===== src/rtl/seg7_scan_driver.sv =====
`default_nettype none
// ============================================================================
// Module   : seg7_scan_driver
// Purpose  : Shows an 8-bit unsigned value in decimal on a 4-digit,
//            multiplexed, common-anode 7-segment display. Values are loaded
//            over a valid/ready handshake and converted to BCD sequentially
//            (shift-add-3, one bit per cycle). A free-running refresh divider
//            scans the digits independently of the converter.
// Ports    : clk      - system clock, rising edge
//            rst_n    - asynchronous active-low reset
//            in_valid - upstream presents a value on in_data
//            in_data  - unsigned value 0..255
//            in_ready - block can accept a value this cycle
//            done     - one-cycle pulse when a new value reaches the display
//            D        - segments, active-low {dp,g,f,e,d,c,b,a}, dp always off
//            AN       - digit anodes, active-low, AN[0] = ones digit
// Revision : 1.0 - initial release
// ============================================================================
module seg7_scan_driver #(
  parameter int REFRESH_DIV = 100000,
  parameter int BLANK_LZ    = 1
) (
  input  logic       clk,
  input  logic       rst_n,
  input  logic       in_valid,
  input  logic [7:0] in_data,
  output logic       in_ready,
  output logic       done,
  output logic [7:0] D,
  output logic [3:0] AN
);

  localparam int              c_div_w    = $clog2(REFRESH_DIV);
  localparam logic [c_div_w-1:0] c_div_last = c_div_w'(REFRESH_DIV - 1);

  localparam logic [0:0] c_st_idle = 1'b0;
  localparam logic [0:0] c_st_conv = 1'b1;

  // Converter state
  logic [0:0]  r_state;
  logic [7:0]  r_bin;
  logic [11:0] r_bcd;
  logic [2:0]  r_cnt;
  logic        r_ready;
  logic        r_done;

  // Committed display value
  logic [3:0]  r_hund;
  logic [3:0]  r_tens;
  logic [3:0]  r_ones;

  // Scan engine
  logic [c_div_w-1:0] r_div;
  logic [1:0]         r_idx;
  logic [3:0]         r_an;
  logic [7:0]         r_d;

  logic [11:0] w_adj;
  logic [12:0] w_next_bcd;
  logic [7:0]  w_next_bin;
  logic        w_tick;
  logic [3:0]  w_nib;
  logic        w_blank;
  logic [6:0]  w_seg;

  function automatic logic [6:0] seg7(input logic [3:0] n);
    case (n)
      4'd0:    seg7 = 7'h40;
      4'd1:    seg7 = 7'h79;
      4'd2:    seg7 = 7'h24;
      4'd3:    seg7 = 7'h30;
      4'd4:    seg7 = 7'h19;
      4'd5:    seg7 = 7'h12;
      4'd6:    seg7 = 7'h02;
      4'd7:    seg7 = 7'h78;
      4'd8:    seg7 = 7'h00;
      4'd9:    seg7 = 7'h10;
      default: seg7 = 7'h7F;
    endcase
  endfunction

  // Shift-add-3 step: correct every nibble >= 5 before shifting so the
  // shift produces a valid BCD digit.
  always_comb begin
    w_adj = r_bcd;
    for (int n = 0; n < 3; n++) begin
      if (r_bcd[4*n +: 4] >= 4'd5) begin
        w_adj[4*n +: 4] = r_bcd[4*n +: 4] + 4'd3;
      end
    end
    w_next_bcd = {w_adj, r_bin[7]};
    w_next_bin = {r_bin[6:0], 1'b0};
  end

  always_ff @(posedge clk or negedge rst_n) begin
    if (!rst_n) begin
      r_state <= c_st_idle;
      r_bin   <= '0;
      r_bcd   <= '0;
      r_cnt   <= '0;
      r_ready <= 1'b1;
      r_done  <= 1'b0;
      r_hund  <= '0;
      r_tens  <= '0;
      r_ones  <= '0;
    end else begin
      r_done <= 1'b0;
      case (r_state)
        c_st_idle: begin
          if (in_valid && r_ready) begin
            r_bin   <= in_data;
            r_bcd   <= '0;
            r_cnt   <= '0;
            r_ready <= 1'b0;
            r_state <= c_st_conv;
          end
        end
        c_st_conv: begin
          r_bin <= w_next_bin;
          r_bcd <= w_next_bcd[11:0];
          r_cnt <= r_cnt + 3'd1;
          if (r_cnt == 3'd7) begin
            // Bit 12 can only be set by a corrupted scratch value; force the
            // hundreds digit out of range so it displays blank.
            r_hund  <= w_next_bcd[12] ? 4'hF : w_next_bcd[11:8];
            r_tens  <= w_next_bcd[7:4];
            r_ones  <= w_next_bcd[3:0];
            r_done  <= 1'b1;
            r_ready <= 1'b1;
            r_state <= c_st_idle;
          end
        end
        default: r_state <= c_st_idle;
      endcase
    end
  end

  assign w_tick = (r_div == c_div_last);

  // Digit content for the slot about to be shown (r_idx).
  always_comb begin
    w_nib   = 4'd0;
    w_blank = 1'b0;
    case (r_idx)
      2'd0: w_nib = r_ones;
      2'd1: begin
        w_nib   = r_tens;
        w_blank = (BLANK_LZ != 0) && (r_hund == 4'd0) && (r_tens == 4'd0);
      end
      2'd2: begin
        w_nib   = r_hund;
        w_blank = (BLANK_LZ != 0) && (r_hund == 4'd0);
      end
      default: w_blank = 1'b1;
    endcase
    w_seg = w_blank ? 7'h7F : seg7(w_nib);
  end

  // r_idx names the digit the next tick will select, so the first tick
  // after reset lights digit 0. AN and D load on the same edge.
  always_ff @(posedge clk or negedge rst_n) begin
    if (!rst_n) begin
      r_div <= '0;
      r_idx <= '0;
      r_an  <= 4'b1111;
      r_d   <= 8'hFF;
    end else if (w_tick) begin
      r_div <= '0;
      r_idx <= r_idx + 2'd1;
      r_an  <= ~(4'b0001 << r_idx);
      r_d   <= {1'b1, w_seg};
    end else begin
      r_div <= r_div + 1'b1;
    end
  end

  assign in_ready = r_ready;
  assign done     = r_done;
  assign D        = r_d;
  assign AN       = r_an;

endmodule
`default_nettype wire


===== config.mk =====
export PLATFORM = sky130hd
export DESIGN_NAME = seg7_scan_driver
export DESIGN_NICKNAME = d
export VERILOG_FILES = /design/src/rtl/seg7_scan_driver.sv
export SDC_FILE = /design/constraint.sdc
export NUM_CORES = 1
export LEC_CHECK = 0
export BUFFER_PORTS_ARGS = -buffer_cell sky130_fd_sc_hd__buf_2
export CAP_MARGIN = 0
export CORE_MARGIN = 2
export CORE_UTILIZATION = 40
export DETAILED_ROUTE_END_ITERATION = 10
export HOLD_SLACK_MARGIN = 0.12
export PLACE_DENSITY = 0.53
export SLEW_MARGIN = 15
export SYNTH_ARGS = -nofsm -noshare
export SYNTH_HDL_FRONTEND = slang
export SYNTH_SLANG_ARGS = --single-unit

===== constraint.sdc =====
create_clock -name clk -period 4.5 [get_ports clk]
set_input_delay 0.225 -clock clk [delete_from_list [all_inputs] [get_ports clk]]
set_output_delay 0.225 -clock clk [all_outputs]
set_load 0.05 [all_outputs]

==> flow_summary.toml <==
[routing]
top_layer_used = "met4"
wl_met3_um = 267
dr_total_vias = 2441
wl_per_cell_um = 14.1
dr_wl_met2_um = 2940
ant_nets = 0
routed_wl_um = 6580
wl_met1_um = 3300
drt_pass1_iterations = 4
vias_per_cell = 5.24
drcViolationCount = 0
drtIter0Drc = 141

[timing]
tightestPinTransition_ps = 974
worst_hold_slack_ps = 136
hold_violations = 0
drv_slew = 0
fin_crit_ps = 2690
finalSetupTns_ps = 0
slew_headroom_pct = 35.1
setup_viol = 0
timing.fmax_mhz = 372
fin_crit_sh_pct = 59.7
rsz0062_at_grt = "no"
fin_worst_skew_ps = 7.56

[run]
cap_viol_max_count = 0

[global_routing]
overflow = 0
grt_max_degree = 48
antenna_found_initial = 0
grt_pass1_wl_um = 11200
grt_pass1_vias = 2281
track_usage_pct = 15.9

[cells_and_area]
seq_area_um2 = 1720
num-fill-cells = 790
diodes = 0
nets = 386
drive_above_1_share_pct = 16.3
multi_input_area_um2 = 1540
area_delta_synth_final_pct = 12.2

[clocking]
clkTransAtPathRegs_ps = 80
clock_latency_ps = 340
cts_tree = "built"
root_buffer = "clkbuf_8"
cts_max_level = 3
clockBufferDepth = 2
cts_sinks = 68
numCtsBuffers = 9

[worst_setup_path]
cp.arrival_ps = 2900
crit_path_end_kind = "flip-flop"
path_class = "flip-flop to flip-flop"
worstPathMaxFanout = 22
crit_path_start_kind = "flip-flop"
critPathRequiredTime_ps = 4710

[worst_hold_path]
hold_path_class = "input pin to flip-flop"

[power_and_ir_drop]
p_sw_share_pct = 36.0
p_comb_share_pct = 31.9
p_switching_w = 0.000789
pwr-share-clk_pct = 26.4
p_leak_nw = 1.75
peakVddDrop_uv = 322
power_frac_seq_pct = 41.7
internal-power_w = 0.00140
p_total_w = 0.00219
power_density_nw_per_um2 = 570

[status]
status = "completed"

[place]
place.gp.congestion = 0.753
portBuffers = 23
dp.final_hpwl_um = 4550

[logic_synthesis]
yosys.area.top_type = "dfrtp_1"
postSynth.asyncResetShare_pct = 100
synth.top_cell.area_share_pct = 40.9
yosys_register_bits = 68
ys_seq_area_share_pct = 50.1
synth_edf_count = 0
synthFlopType = "dfrtp_1"
yosys-top-cells-area = "dfrtp_1, dfstp_2, ha_1, o21ai_0, mux2i_1"
avgSynthCellArea_um2 = 10.2
yosys.cell_types.count = 41
syn_area_um2 = 3420
syn-num-nets = 365
synth_cells = 335
yosys_warnings = 0

[die]
dieArea_um2 = 9310
core_um2 = 8260
start_util_pct = 41.5
die_y_um = 96.5
row_count = 33
die-width_um = 96.5
ios = 25
==> cells in the mapped netlist (2+ instances only) <==
cell type	number
and2_1	2
nor2_1	14
and3_1	4
nand2_1	33
mux2_2	4
nand4_1	3
nand2b_1	5
o31ai_1	2
a31oi_1	9
o21ai_0	31
a222oi_1	4
or4_1	2
nor3b_1	7
a41oi_1	2
xnor2_1	9
clkbuf_1	12
xor2_1	8
a21o_1	2
inv_1	19
mux2i_1	14
and4_1	2
nand3_1	18
or3_1	2
a21oi_1	25
dfrtp_1	56
ha_1	19
dfstp_2	12
buf_4	2
==> per-stage QoR <==
stage | cell area [µm²] | std cells | util (%) | setup slack (ps)
finish | 3840 | 466 | 46.5 | 1810
global route | 3840 | 466 | 46.5 | 1580
CTS | 3840 | 466 | 46.5 | 1780
detailed placement | 3590 | 448 | 43.4 | 1830
global placement | 3590 | 448 | 43.4 | 1850
floorplan | 3420 | 335 | - | 2420
==> layout by cell type, fill, tap and decap left out, drive strengths merged, types with 3 or more instances in the layout <==
cell	Yosys	routed
xnor2	9	9
clkbuf	12	11
nor3b	7	7
ha	19	19
a31oi	9	9
a21oi	25	25
buf	4	24
a222oi	4	4
mux2	4	4
nand4	3	3
inv	19	19
nand3	18	18
xor2	8	8
nor2	14	14
mux2i	14	14
nand2b	5	5
dfrtp	56	56
dfstp	12	12
and3	4	4
nand2	33	33
o21ai	31	31
==> flip-flops by register name (all words and copies together) (netlist names) <==
name      cells
r_hund        4
in_ready      1
r_state       1
r_idx         2
r_tens        4
D             7
r_bcd        12
r_bin         8
done          1
AN            4
r_cnt         3
r_ones        4
r_div        17
==> worst max-delay path, cell delays in order (launching register included) <==
cell	delay, ps
dfrtp_1	420
or4b_4	560
nor4_4	520
and2_1	830
a41oi_1	230
==> worst paths after layout <==
kind	endpoint	depth (start not counted)	slack, ps	from
max	D[0]$_DFFE_PN1N_	4	1810	r_div[12]$_DFF_PN0_
min	r_bin[0]$_DFFE_PN0P_	3	140	in_data[0]
max reg2reg	D[0]$_DFFE_PN1N_	4	1810	r_div[12]$_DFF_PN0_
min reg2reg	AN[3]$_DFFE_PN1N_	2	470	AN[3]$_DFFE_PN1N_
max in group asynchronous	r_bcd[0]$_DFFE_PN0P_	3	3120	rst_n
min in group asynchronous	r_div[5]$_DFF_PN0_	2	390	rst_n
==> layout make-up <==
cell class,count,area share [%]
inverter,19,1.86
clock buffer,11,3.94
multi-input combinational,232,40.2
sequential,68,44.7
timing repair buffer,26,3.71
clock inverter,5,2.18
tap,105,3.42
==> power by group through the flow <==
stage	clock [W]	combinational, W	sequential [W]
2_1_floorplan	0	0.000563	0.000886
3_3_place_gp	0	0.000690	0.000923
3_5_place_dp	0	0.000705	0.000926
4_1_cts	0.000600	0.000710	0.000916
5_1_grt	0.000623	0.000808	0.000946
6_report	0.000578	0.000699	0.000914
==> layer usage <==
| layer | up-vias | GRT usage (%) |
|---|---|---|
| met2 | 52 | 23.9 |
| met5 | - | 0 |
| li1 | 1221 | - |
| met4 | 0 | 6.34 |
| met1 | 1163 | 22.2 |
| met3 | 5 | 3.49 |
==> timing repair <==
item	CTS	global route
hold buffers	2	0
gates resized for setup	0	0
endpoints found under the setup margin	0	0
hold endpoints to repair	12	0
setup buffers	0	0
==> logic make-up (layout without fill, tap and decap cells) <==
family | Yosys count | after routing | synth area share (%)
other | 1 | 1 | 0.110
xor gates and xnor gates | 17 | 17 | 4.35
adders and majority gates | 19 | 19 | 6.94
DFF | 68 | 68 | 50.1
muxes | 18 | 18 | 5.41
buffers and inverters | 35 | 61 | 4.75
and+or+nand+nor | 98 | 98 | 14.9
AOI/OAI and AO/OA | 79 | 79 | 13.4
Power figures use the tool's default switching activity.
